`src/rtl/serial_adder_pkg.sv`:
```
// Shared types and constants for the bit-serial adder controller.
// Holds the FSM state encoding, the default operand width and the counter sizing rule.
package serial_adder_pkg;

   typedef enum logic [1:0] {
      IDLE = 2'd0,
      RUN  = 2'd1,
      DONE = 2'd2
   } state_e;

   localparam int DEFAULT_WIDTH = 8;

   // The bit counter must be able to represent WIDTH itself.
   function automatic int cnt_width(input int width);
      return $clog2(width + 1);
   endfunction

endpackage

```
`src/rtl/serial_adder_if.sv`:
```
// Start/done handshake and operand/result bundle for serial_adder_ctrl.
// The sub select is present only when SERIAL_ADDER_SUB_EN is defined.
interface serial_adder_if
   import serial_adder_pkg::*;
#(
   parameter int WIDTH = DEFAULT_WIDTH
);

   logic             start;
   logic [WIDTH-1:0] a;
   logic [WIDTH-1:0] b;
   logic             c_in;
`ifdef SERIAL_ADDER_SUB_EN
   logic             sub;
`endif
   logic             busy;
   logic             done;
   logic [WIDTH-1:0] sum;
   logic             c_out;
   logic             overflow;

   modport master (
      output start, a, b, c_in,
`ifdef SERIAL_ADDER_SUB_EN
      output sub,
`endif
      input  busy, done, sum, c_out, overflow
   );

   modport slave (
      input  start, a, b, c_in,
`ifdef SERIAL_ADDER_SUB_EN
      input  sub,
`endif
      output busy, done, sum, c_out, overflow
   );

endinterface

```
`src/rtl/fulladder.sv`:
```
// Single-bit full-adder cell; the only arithmetic element of the serial adder.
module fulladder (
   input  logic a,
   input  logic b,
   input  logic c_in,
   output logic s,
   output logic c_out
);

   assign s     = a ^ b ^ c_in;
   assign c_out = (a & b) | (c_in & (a ^ b));

endmodule

```
`src/rtl/serial_adder_ctrl.sv`:
```
// Bit-serial adder: one full-adder cell stepped LSB first over WIDTH cycles.
// Define SERIAL_ADDER_SUB_EN to add the sub select (a - b via ~b and carry-in 1).
module serial_adder_ctrl
   import serial_adder_pkg::*;
#(
   parameter int WIDTH = DEFAULT_WIDTH
)(
   input  logic           clk,
   input  logic           rst_n,
   serial_adder_if.slave  bus
);

   localparam int            CW       = cnt_width(WIDTH);
   localparam logic [CW-1:0] LAST_BIT = CW'(WIDTH - 1);

   state_e           state_q, state_d;
   logic [WIDTH-1:0] a_sh_q, a_sh_d;
   logic [WIDTH-1:0] b_sh_q, b_sh_d;
   logic [WIDTH-1:0] sum_sh_q, sum_sh_d;
   logic [WIDTH-1:0] sum_q, sum_d;
   logic [CW-1:0]    cnt_q, cnt_d;
   logic             carry_q, carry_d;
   logic             carry_prev_q, carry_prev_d;
   logic             c_out_q, c_out_d;
   logic             ovf_q, ovf_d;
   logic             done_q, done_d;
   logic             busy;
   logic             op_sub;
   logic             fa_s;
   logic             fa_c;

`ifdef SERIAL_ADDER_SUB_EN
   assign op_sub = bus.sub;
`else
   assign op_sub = 1'b0;
`endif

   fulladder u_fa (
      .a     (a_sh_q[0]),
      .b     (b_sh_q[0]),
      .c_in  (carry_q),
      .s     (fa_s),
      .c_out (fa_c)
   );

   always_ff @(posedge clk) begin
      if (!rst_n) begin
         state_q      <= IDLE;
         a_sh_q       <= '0;
         b_sh_q       <= '0;
         sum_sh_q     <= '0;
         sum_q        <= '0;
         cnt_q        <= '0;
         carry_q      <= 1'b0;
         carry_prev_q <= 1'b0;
         c_out_q      <= 1'b0;
         ovf_q        <= 1'b0;
         done_q       <= 1'b0;
      end else begin
         state_q      <= state_d;
         a_sh_q       <= a_sh_d;
         b_sh_q       <= b_sh_d;
         sum_sh_q     <= sum_sh_d;
         sum_q        <= sum_d;
         cnt_q        <= cnt_d;
         carry_q      <= carry_d;
         carry_prev_q <= carry_prev_d;
         c_out_q      <= c_out_d;
         ovf_q        <= ovf_d;
         done_q       <= done_d;
      end
   end

   always_comb begin
      state_d      = state_q;
      a_sh_d       = a_sh_q;
      b_sh_d       = b_sh_q;
      sum_sh_d     = sum_sh_q;
      sum_d        = sum_q;
      cnt_d        = cnt_q;
      carry_d      = carry_q;
      carry_prev_d = carry_prev_q;
      c_out_d      = c_out_q;
      ovf_d        = ovf_q;
      done_d       = 1'b0;
      case (state_q)
         IDLE: begin
            // Subtraction reuses the adder: a + ~b + 1.
            if (bus.start) begin
               a_sh_d  = bus.a;
               b_sh_d  = op_sub ? ~bus.b : bus.b;
               carry_d = op_sub ? 1'b1 : bus.c_in;
               cnt_d   = '0;
               state_d = RUN;
            end
         end
         RUN: begin
            a_sh_d   = {1'b0, a_sh_q[WIDTH-1:1]};
            b_sh_d   = {1'b0, b_sh_q[WIDTH-1:1]};
            sum_sh_d = {fa_s, sum_sh_q[WIDTH-1:1]};
            carry_d  = fa_c;
            cnt_d    = cnt_q + 1'b1;
            // The carry entering the MSB is kept for the signed overflow test.
            if (cnt_q == LAST_BIT) begin
               carry_prev_d = carry_q;
               state_d      = DONE;
            end
         end
         DONE: begin
            sum_d   = sum_sh_q;
            c_out_d = carry_q;
            ovf_d   = carry_prev_q ^ carry_q;
            done_d  = 1'b1;
            state_d = IDLE;
         end
         default: begin
            state_d = IDLE;
         end
      endcase
   end

   always_comb begin
      busy = (state_q == RUN);
   end

   assign bus.busy     = busy;
   assign bus.done     = done_q;
   assign bus.sum      = sum_q;
   assign bus.c_out    = c_out_q;
   assign bus.overflow = ovf_q;

endmodule

```
`src/flat_wrapper.sv`:
```
// flat-port wrapper written by rule: the top's interface ports become plain ports
module serial_adder_ctrl_flat import serial_adder_pkg::*;
#(
   parameter int WIDTH = DEFAULT_WIDTH
)
  (clk, rst_n, bus_start, bus_a, bus_b, bus_c_in, bus_busy, bus_done, bus_sum, bus_c_out, bus_overflow);
  serial_adder_if #(.WIDTH(WIDTH)) bus_i ();
  input  logic clk;
  input  logic rst_n;
  input wire logic [$bits(bus_i.start)-1:0] bus_start;
  input wire logic [$bits(bus_i.a)-1:0] bus_a;
  input wire logic [$bits(bus_i.b)-1:0] bus_b;
  input wire logic [$bits(bus_i.c_in)-1:0] bus_c_in;
  output wire logic [$bits(bus_i.busy)-1:0] bus_busy;
  output wire logic [$bits(bus_i.done)-1:0] bus_done;
  output wire logic [$bits(bus_i.sum)-1:0] bus_sum;
  output wire logic [$bits(bus_i.c_out)-1:0] bus_c_out;
  output wire logic [$bits(bus_i.overflow)-1:0] bus_overflow;
  assign bus_i.start = bus_start;
  assign bus_i.a = bus_a;
  assign bus_i.b = bus_b;
  assign bus_i.c_in = bus_c_in;
  assign bus_busy = bus_i.busy;
  assign bus_done = bus_i.done;
  assign bus_sum = bus_i.sum;
  assign bus_c_out = bus_i.c_out;
  assign bus_overflow = bus_i.overflow;
  serial_adder_ctrl #(.WIDTH(WIDTH)) u_core (.clk(clk), .rst_n(rst_n), .bus(bus_i));
endmodule
```
`config.mk`:
```
export PLATFORM = sky130hd
export DESIGN_NAME = serial_adder_ctrl_flat
export DESIGN_NICKNAME = d
export VERILOG_FILES = /design/src/rtl/serial_adder_pkg.sv /design/src/rtl/serial_adder_if.sv /design/src/rtl/fulladder.sv /design/src/rtl/serial_adder_ctrl.sv /design/src/flat_wrapper.sv
export SDC_FILE = /design/constraint.sdc
export NUM_CORES = 1
export LEC_CHECK = 0
export CORE_ASPECT_RATIO = 0.7
export CORE_MARGIN = 1.5
export CORE_UTILIZATION = 52
export CTS_BUF_LIST = sky130_fd_sc_hd__clkbuf_8
export DETAILED_ROUTE_END_ITERATION = 6
export PLACE_DENSITY = 0.84
export SLEW_MARGIN = 20
export SYNTH_ARGS = -nofsm -noshare
export SYNTH_HDL_FRONTEND = slang
export SYNTH_SLANG_ARGS = --single-unit
```
`constraint.sdc`:
```
create_clock -name clk -period 1.84 [get_ports clk]
set_clock_uncertainty 0.2 [all_clocks]
set_input_delay 0.368 -clock clk [delete_from_list [all_inputs] [get_ports clk]]
set_output_delay 0.368 -clock clk [all_outputs]
set_load 0.05 [all_outputs]
```
# Yosys cells after proc, flatten, opt, wreduce, memory -nomap -nowiden
# Index checks and enable logic that the tools add are counted.
# op_classes
muxes,12
bitwise_logic,6
n_reduce_logical,5
n_addsub,1
n_eq_ne,5
# ops
cell,count
8-bit case mux with 2 select lines,2
8-bit 2-to-1 mux,2
4-bit case mux with 2 select lines,1
2-bit AND reduction,3
4-bit by 1-bit adder with 4-bit output (second input constant),1
4-bit by 3-bit == test with 1-bit output (second input constant),1
2-bit 2-to-1 mux,2
4-bit 2-to-1 mux,1
2-bit case mux with 2 select lines,1
1-bit XOR,3
1-bit AND,2
2-bit by 1-bit == test with 1-bit output (second input constant),1
2-bit == test (second input constant),1
2-bit logical NOT,1
1-bit 2-to-1 mux,2
2-bit by 1-bit inequality test with 1-bit output (second input constant),1
2-bit inequality test (second input constant),1
1-bit case mux with 2 select lines,1
2-bit nonzero test,1
1-bit bitwise OR,1
# word_totals
inputBits,20
out_inout_bits,12
wordCells,40
ff_bits,43

# Logic depth before layout (Yosys ltp)
# Gate-level depths: netlist of the first run.
# logic_depth
word_depth,4
mapped_depth,6
depth_no_buf,4

# By module
# A second synthesis of the first run with hierarchy kept.
# unflattened
cells_unflattened,208
hier_area_um2,1786.7
# by_module_without_submodules
module,n_inst,seq_area_each_um2,cells_per_inst,area_per_inst_um2
serial_adder_ctrl,1,860.8,207,1766.7
fulladder,1,0.0,1,20.0

# Worst setup path before layout of the first run
# No wires, ideal clock.
# synth_timing
kind,reg2out
from,register u_core.state_q[0]
to,output bus_busy
path_buffers,2
arrival_time_ns,0.826
path_slack_ns,0.446
required_ns,1.272
stages_incl_launch_ff,5
path_cell_list,dfxtp_1 nand2b_1 buf_6 clkinv_2 buf_6
# synth_via
elab_chain_cells,1
# synth_rtl
element,line,text
from (decl),serial_adder_ctrl.sv:16,"state_e state_q, state_d;"
from (signal assigned),serial_adder_ctrl.sv:60,state_q <= state_d;
2-bit by 1-bit == test with 1-bit output,serial_adder_ctrl.sv:123,busy = (state_q == RUN);
to (decl),flat_wrapper.sv:14,output wire logic [$bits(bus_i.busy)-1:0] bus_busy;
# No other way between the ends.

# Worst setup path after layout of the first run
# layout_timing
from,register u_core.state_q[1]
to,output bus_busy
# The elaborated chain is that of the path after synthesis.

==> out/metrics.yaml, run 1 <==
status: "complete, no violations"
cp_slowest_cell: "dfxtp_1"
cp_top_family: "buffers and inverters"
maxCapViolations: 0
num_vias: 1584
hold_buffers: 0
synth_cell_types: 38
critPathMaxStageDelay_ns: 0.31
final_nets: 264
layout_commonest_cell: "dfxtp_1"
power.density_nw_per_um2: 895
clock_sinks: 43
portBuffers: 31
drt_first_pass_iters: 4
final_core_util_pct: 71.3
crit_path_max_fanout: 13
clk_pin_slew_worst_paths_ns: 0.07
worstPathArrival_ns: 1.12
cts_inserted_buffers: 5
dieHeight_um: 53.0
hold_depth: 2
dp_slack_ns: -0.131
core-area_um2: 3280
antenna_found_initial: 0
dp_cells: 282
synth_nets: 233
cp-end-kind: "primary output"
grt_usage_pct: 23.0
hp-class: "register to register"
ys_seq_area_share_pct: 46.4
p_leak_nw: 0.903
synthCells: 211
synth_largest_area_cell: "dfxtp_1"
cp.required_ns: 1.27
grt_pass1_vias: 1484
cts-resized-gates: 0
r2r_cells: 4
ys_ff_latch: 43
netlist.area_leader.share_pct: 46.4
post-route-period-util_pct: 91.7
die_area_um2: 3940
netlist_area_um2: 1860
hold_viol: 0
finalPower_mw: 2.09
die_x_um: 74.4
clockRootBuffer: "clkbuf_8"
wl_per_cell_um: 13.3
drive_gt1_share_pct: 13.6
htreeDepth: 2
clock_path_buffers: 2
post-route-min-period_ns: 1.69
ant_nets: 0
grt-ovfl-total: 0
grt_pass1_wl_um: 6700
via_per_inst: 5.46
layout_common_cells: "43 x dfxtp_1, 42 x nand2_1, 20 x buf_4"
drt-total-wl_um: 3860
place_congestion: 0.795
area_growth_pct: 25.9
grt_max_degree: 32
initial_utilization_pct: 56.6
netlist_top_cells_area: "dfxtp_1 46%, nand2_1 8.5%, o2bb2ai_1 4.7%"
clk_latency_ns: 0.30
fp-row-count: 17
worstSetupPathType: "register to primary output"
cp_cell_sequence: "nand2b_1 > inv_4 > buf_12"
drt_iter0_drc: 85
cp.depth: 3
avgSynthCellArea_um2: 8.79
worst_slew_pin_slew_ns: 0.475
cp-start-kind: "register"
rsz0062_at_grt: "no"
worst_slack_ns: 0.153
n_antenna_cell: 0
crit_buf_inv: 2
post_cts_buffers: 0
synth-warning-count: 0
setup_violations: 0
drc_errors: 0
io_pins: 32
vdd_ir_drop_max_uv: 510
cts_tree: "yes"
fmax_mhz: 593
relSlewSlack_pct: 68.3
final-instance-count-excl-fill: 290
dp_hpwl_um: 2570
final_max_slew_viol_count: 0
-- power by group --
part | switching (mW) | internal (mW)
combinational | 0.106 | 0.115
clock | 0.329 | 0.541
sequential | 0.0286 | 0.970
-- synthesized netlist by cell type (all sizes together) --
library cell  instances
o311a                 1
xnor2                 1
o211ai                1
o21ai                15
nor2b                 3
clkbuf                6
a21boi               18
a32o                  2
buf                  11
or3b                  4
mux2i                 1
nor3                  2
o31a                  1
a22o                  2
inv                   3
and2                  2
o21ba                 1
nand2b                3
nand3                 1
ha                    1
nand2                42
and3b                 1
o221ai                4
and2b                 1
o2bb2ai              10
a21oi                15
o211a                 2
nor2                 10
a31oi                 1
dfxtp                43
and3                  1
clkinv                1
fa                    1
-- kinds of logic (layout without fill, tap and decap cells) --
logic type,Yosys count,count (layout),share of synthesized area [%]
AO/OA/AOI/OAI,73,73,27.4
XOR/XNOR,1,1,0.472
adder cells (fa/ha/maj),2,2,1.75
multiplexers,1,1,0.539
flip-flops,43,43,46.4
AND/OR/NAND/NOR,70,70,17.4
buffers and inverters,21,53,6.07
-- per-stage QoR --
step           setup TNS [ns]  cell area, µm²  hold slack (ns)
3_3_place_gp            -1.11            2200            0.247
4_1_cts                     0            2330            0.263
6_report                    0            2340            0.258
3_5_place_dp            -2.03            2200            0.250
2_1_floorplan               0            1860            0.241
5_1_grt                     0            2340            0.290
-- path summary, 6_finish.rpt --
check,from,endpoint,slack [ns]
hold / removal,u_core.bus.sum[5],u_core.bus.sum[5],0.26
setup reg to reg,u_core.state_q[0],u_core.bus.overflow,0.35
hold reg to reg,u_core.bus.sum[5],u_core.bus.sum[5],0.26
setup / recovery,u_core.state_q[1],bus_busy,0.15
-- flip-flops by register name, indices dropped and copies added (netlist names), 2 cells and up --
signal           flops
u_core.state_q       2
u_core.a_sh_q        8
u_core.b_sh_q        8
u_core.bus.sum       8
u_core.sum_sh_q      8
u_core.cnt_q         4
-- tightest hold or removal path, delay by kind of cell, from the launching register on --
family	cells	cell delay, ns
compound gates	1	0.05
simple gates	1	0.05
flops	1	0.31
-- final cells by class --
| type | instances | area [µm²] |
|---|---|---|
| Timing Repair Buffer | 41 | 380 |
| Fill cell | 274 | 940 |
| Clock inverter | 3 | 67.6 |
| Clock buffer | 5 | 68.8 |
| Tap cell | 47 | 58.8 |
| Inverter | 4 | 17.5 |
| Sequential cell | 43 | 861 |
| Multi-Input combinational cell | 147 | 882 |
-- metal layers --
metal | part of all wire, % | GRT usage [%] | wire length, µm | vias up
met1 | 48 | 30.6 | 1840 | 732
li1 | - | - | - | 801
met4 | 1.9 | 10.0 | 75 | 0
met5 | 0 | 0 | 0 | -
met3 | 5.0 | 5.71 | 192 | 10
met2 | 45 | 35.3 | 1750 | 41
(Power assumes the default switching activity.)
==> run 2: changes to the inputs <==
--- a/config.mk
+++ b/config.mk
@@ -6,12 +6,11 @@
 export NUM_CORES = 1
 export LEC_CHECK = 0
 export CORE_ASPECT_RATIO = 0.7
-export CORE_MARGIN = 1.5
+export CORE_MARGIN = 2
 export CORE_UTILIZATION = 52
 export CTS_BUF_LIST = sky130_fd_sc_hd__clkbuf_8
 export DETAILED_ROUTE_END_ITERATION = 6
 export PLACE_DENSITY = 0.84
-export SLEW_MARGIN = 20
 export SYNTH_ARGS = -nofsm -noshare
 export SYNTH_HDL_FRONTEND = slang
 export SYNTH_SLANG_ARGS = --single-unit
==> run 2 against run 1 <==
Effect of this change: via count increased by 0.95%; sequential share of layout area grew 0.64 points; clock power decreased by 31%; flip-flop and latch count did not move; global-route usage shrank 0.34 points; first-iteration DRC count is 78% higher; largest power group unchanged; cell area is 1.6% lower; critical path depth is the same; count of clock-buffer cells in the layout rose by 1.
==> out/metrics.yaml, run 2 (synthesis gave the netlist of run 1 again) <==
maxCapViolations: 0  # unchanged
cp_slowest_cell: "dfxtp_2"
post-route-period-util_pct: 94.9  # +3.3 points
post-route-min-period_ns: 1.75  # +0.0601 ns
fillers: 299  # +9.1%
fp-row-count: 18  # +1
clock_sinks: 43  # unchanged
portBuffers: 31  # unchanged
place_congestion: 0.762  # -4.2%
crit_path_max_fanout: 13  # unchanged
drt-total-wl_um: 4100  # +6.0%
p_leak_nw: 0.889  # -1.5%
cp-start-kind: "register"
grt_usage_pct: 22.6  # -0.34 points
layout_common_cells: "42 x nand2_1, 42 x dfxtp_1, 21 x buf_4"
worstSetupPathType: "register to primary output"
cp_top_family: "flip-flops"
dp_hpwl_um: 2810  # +9.3%
rsz0062_at_grt: "no"
htreeDepth: 2  # unchanged
ant_nets: 0  # unchanged
clock_path_buffers: 2  # unchanged
tns_ns: 0  # unchanged
vdd_ir_drop_max_uv: 528  # +3.7%
final_max_slew_viol_count: 0  # unchanged
cp-end-kind: "primary output"
hold_depth: 2  # unchanged
antenna_found_initial: 0  # unchanged
n_antenna_cell: 0  # unchanged
area_growth_pct: 23.9
wl_per_cell_um: 14.0  # +4.9%
cts-resized-gates: 1  # +1
via_per_inst: 5.46  # about the same
power.density_nw_per_um2: 794  # -11%
worst_slew_pin_slew_ns: 0.477  # +0.00180 ns
cp.required_ns: 1.27  # about the same
worst_slack_ns: 0.0933  # -0.0601 ns
post_cts_buffers: 0  # unchanged
die_x_um: 75.4  # +1.3%
clockRootBuffer: "clkbuf_8"
die_area_um2: 4070  # +3.3%
min-delay-start: "u_core.bus.sum[5]"
clk_pin_slew_worst_paths_ns: 0.08  # about the same
critPathMaxStageDelay_ns: 0.42  # +0.11 ns
relSlewSlack_pct: 68.1  # -0.12 points
reg2reg_to: "u_core.carry_prev_q"
drt_first_pass_iters: 4  # unchanged
whs_endpoint: "u_core.bus.sum[5]"
r2r_setup_slack_ns: 0.35  # about the same
cts_inserted_buffers: 5  # unchanged
r2r_cells: 4  # unchanged
status: "complete, no violations"
core-area_um2: 3470  # +5.9%
crit_buf_inv: 2  # unchanged
setup_violations: 0  # unchanged
dieHeight_um: 54.0  # +1.9%
ff_latch_area_um2: 862  # +0.15%
worstPathArrival_ns: 1.18  # +0.06 ns
drt_iter0_drc: 151  # +78%
io_pins: 32  # unchanged
initial_utilization_pct: 53.5  # -3.1 points
hp-class: "register to register"
hold_buffers: 0  # unchanged
drive_gt1_share_pct: 14.0  # +0.41 points
num_vias: 1599  # +0.95%
finalPower_mw: 1.83  # -13%
final_core_util_pct: 66.3  # -5.0 points
grt_pass1_wl_um: 6710  # +0.10%
final_nets: 265  # +0.38%
grt_max_degree: 24  # -25%
cp_cell_sequence: "nand2b_1 > inv_4 > buf_12"
drc_errors: 0  # unchanged
cts_tree: "yes"
clk_latency_ns: 0.29  # about the same
hold_viol: 0  # unchanged
grt-ovfl-total: 0  # unchanged
fmax_mhz: 573  # -3.4%
multi_input_area_um2: 882  # unchanged
dp_slack_ns: -0.0785  # +0.0521 ns
grt_pass1_vias: 1438  # -3.1%
reg2reg_from: "u_core.state_q[0]"
## run 2: changes by cell type in the layout (fill, tap and decap cells not counted), sizes merged
cell / change
clkinv: +1
bufinv: -2
clkbuf: +1
clkinvlp: -1
buf: +1
## run 2: power by group
part | switching, mW | leakage, nW | total, mW | internal, mW
sequential | 0.0333 | 0.351 | 1.00 | 0.970
clock | 0.304 | 0.0470 | 0.598 | 0.294
combinational | 0.108 | 0.491 | 0.224 | 0.117
total | 0.445 | 0.889 | 1.83 | 1.38
## run 2: worst max-delay path by stage
stage                      start          endpoint  slack, ns  cells past startpoint
3_5_place_dp           bus_start  u_core.a_sh_q[5]      -0.08                      5
5_1_grt        u_core.state_q[0]          bus_busy       0.03                      3
6_report       u_core.state_q[0]          bus_busy       0.09                      3
4_1_cts        u_core.state_q[0]          bus_busy       0.05                      3
3_3_place_gp           bus_start  u_core.a_sh_q[5]      -0.06                      5
2_1_floorplan  u_core.state_q[0]          bus_busy       0.45                      4
## run 2: layer usage
| metal | track usage (%) | up-vias | share of wire (%) |
|---|---|---|---|
| li1 | - | 794 | - |
| met1 | 31.7 | 741 | 49 |
| met2 | 33.0 | 55 | 43 |
| met3 | 5.99 | 9 | 5.9 |
| met4 | 9.36 | 0 | 1.5 |
| met5 | 0 | - | 0 |
## run 2: layout make-up
type	instances	share of cell area (%)
Clock buffer	6	3.59
Multi-Input combinational cell	147	38.4
Timing Repair Buffer	42	16.9
Sequential cell	43	37.5
Tap cell	50	2.72
Inverter	4	0.762
Clock inverter	1	0.218
## run 2: worst register-to-register path: cells and delay by family, from the launching register on
| kind | cells | cell delay (ns) |
|---|---|---|
| multiplexers | 1 | 0.20 |
| buffers and inverters | 1 | 0.23 |
| AND/OR/NAND/NOR | 2 | 0.38 |
| flip-flops | 1 | 0.42 |
## run 2: stage by stage
| stage | cell area (µm²) | std cells | hold WS (ns) |
|---|---|---|---|
| finish | 2300 | 293 | 0.256 |
| CTS | 2300 | 293 | 0.259 |
| global route | 2300 | 293 | 0.281 |
| detailed placement | 2210 | 286 | 0.248 |
| global placement | 2210 | 286 | 0.246 |
| floorplan | 1860 | 211 | 0.241 |
==> run 3: changes to the inputs <==
--- a/config.mk
+++ b/config.mk
@@ -11,6 +11,7 @@
 export CTS_BUF_LIST = sky130_fd_sc_hd__clkbuf_8
 export DETAILED_ROUTE_END_ITERATION = 6
 export PLACE_DENSITY = 0.84
+export RECOVER_POWER = 100
 export SYNTH_ARGS = -nofsm -noshare
 export SYNTH_HDL_FRONTEND = slang
 export SYNTH_SLANG_ARGS = --single-unit
==> run 3 against run 2 <==
Effect of this change: clock power hardly changed; first-iteration DRC count down 4.6%; global-route usage stayed put; utilization fell by 1.6 points; combinational power fell by 4%; sequential share of layout area is 0.94 points higher; count of clock-buffer cells in the layout unchanged; worst setup slack got worse by 0.0078 ns; critical path depth stayed put; fmax down 0.44%; cell area down 2.4%; sequential power hardly changed.
==> out/metrics.yaml, run 3 (synthesis gave the netlist of run 1 again) <==
dieHeight_um: 54.0  # unchanged
initial_utilization_pct: 53.5  # unchanged
worstSetupPathType: "register to primary output"
grt_pass1_vias: 1438  # unchanged
final_max_slew_viol_count: 0  # unchanged
cp-start-kind: "register"
rsz0062_at_grt: "no"
fmax_mhz: 570  # -0.44%
crit_start: "u_core.state_q[0]"
die_x_um: 75.4  # unchanged
n_antenna_cell: 0  # unchanged
hold_buffers: 0  # unchanged
clockRootBuffer: "clkbuf_8"
vdd_ir_drop_max_uv: 529  # +0.11%
final-instance-count-excl-fill: 293  # unchanged
cp_top_family: "flip-flops"
grt_pass1_wl_um: 6710  # unchanged
worst_slack_ns: 0.0855  # -0.00778 ns
die_area_um2: 4070  # unchanged
drc_errors: 0  # unchanged
clk_pin_slew_worst_paths_ns: 0.08  # about the same
crit_buf_inv: 2  # unchanged
min-delay-start: "u_core.sum_sh_q[0]"
critPathMaxStageDelay_ns: 0.42  # about the same
final_nets: 265  # unchanged
post-route-period-util_pct: 95.4  # +0.42 points
cp-end-kind: "primary output"
grt_usage_pct: 22.6  # unchanged
cp.required_ns: 1.27  # about the same
drt-total-wl_um: 4090  # -0.27%
drt_first_pass_iters: 4  # unchanged
hp-class: "register to register"
layout_common_cells: "42 x nand2_1, 42 x dfxtp_1, 18 x clkdlybuf4s50_1"
htreeDepth: 2  # unchanged
place_congestion: 0.762  # unchanged
num_vias: 1588  # -0.69%
power.density_nw_per_um2: 809  # +1.9%
clock_path_buffers: 2  # unchanged
cp_cell_sequence: "nand2b_1 > inv_4 > buf_6"
status: "complete, no violations"
p_leak_nw: 0.852  # -4.2%
cp_slowest_cell: "dfxtp_2"
wl_per_cell_um: 13.9  # -0.27%
io_pins: 32  # unchanged
drive_gt1_share_pct: 10.7  # -3.3 points
clk_latency_ns: 0.29  # about the same
clock_sinks: 43  # unchanged
worstPathArrival_ns: 1.19  # about the same
worst_slew_pin_slew_ns: 0.593  # +0.116 ns
portBuffers: 31  # unchanged
drt_iter0_drc: 144  # -4.6%
tns_ns: 0  # unchanged
r2r_setup_slack_ns: 0.18  # -0.17 ns
via_per_inst: 5.42  # -0.69%
relSlewSlack_pct: 60.6  # -7.5 points
core-area_um2: 3470  # unchanged
dp_cells: 286  # unchanged
dp_slack_ns: -0.0785  # unchanged
setup_violations: 0  # unchanged
cts_inserted_buffers: 5  # unchanged
antenna_found_initial: 0  # unchanged
hold_viol: 0  # unchanged
reg2reg_from: "u_core.state_q[0]"
cts_tree: "yes"
crit_path_max_fanout: 13  # unchanged
post_cts_buffers: 0  # unchanged
finalPower_mw: 1.82  # -0.60%
post-route-min-period_ns: 1.75  # +0.00778 ns
grt_max_degree: 24  # unchanged
fp-row-count: 18  # unchanged
maxCapViolations: 0  # unchanged
area_growth_pct: 20.9
dp_hpwl_um: 2810  # unchanged
grt-ovfl-total: 0  # unchanged
ant_nets: 0  # unchanged
[run 3: changes by cell type in the layout (fill, tap and decap cells not counted), sizes merged]
cell,previous run,this run
clkdlybuf4s50,19,18
dlygate4sd3,0,1
buf,23,8
clkbuf,6,21
[run 3: routing by layer]
layer | vias up | track usage, % | routed length [µm]
met4 | 0 | 9.36 | 46
met5 | - | 0 | 0
li1 | 795 | - | -
met3 | 8 | 5.99 | 242
met1 | 741 | 31.7 | 1990
met2 | 44 | 33.0 | 1810
[run 3: worst reg2reg max path: cells and delay by family (launching register included)]
kind / cells / cell delay [ns]
buffers and inverters: 1 / 0.25
flip-flops: 1 / 0.42
multiplexers: 1 / 0.22
AND/OR/NAND/NOR: 2 / 0.50
[run 3: power by group]
part / switching, mW / internal (mW)
Clock: 0.303 / 0.294
Sequential: 0.0329 / 0.970
Combinational: 0.105 / 0.109
Total: 0.441 / 1.37
[run 3: final timing paths]
| check | to | depth (start not counted) |
|---|---|---|
| setup / recovery | bus_busy | 3 |
| hold / removal | u_core.bus.sum[0] | 2 |
| setup reg to reg | u_core.carry_prev_q | 4 |
| hold reg to reg | u_core.bus.sum[0] | 2 |
[run 3: repair_timing]
action | in CTS | in global routing
endpoints found under the setup margin | 1 | 1
gates resized for setup | 1 | 1
gates cloned | 0 | 0
hold endpoints to repair | 0 | 0
[run 3: area by class of cell]
type                    count  area [µm²]
multi-input cells         147         877
repair buffers             42         337
clock inverters             1        5.00
clock buffers               6        82.6
inverters                   4        17.5
fillers                   315        1220
flip-flops and latches     43         862
well taps                  50        62.6
[run 3: per-stage QoR]
step	area [µm²]	util, %	hold WS [ns]
3_5_place_dp	2210	63.7	0.248
2_1_floorplan	1860	-	0.241
5_1_grt	2240	64.7	0.282
6_report	2240	64.7	0.258
4_1_cts	2300	66.3	0.259
3_3_place_gp	2210	63.7	0.246
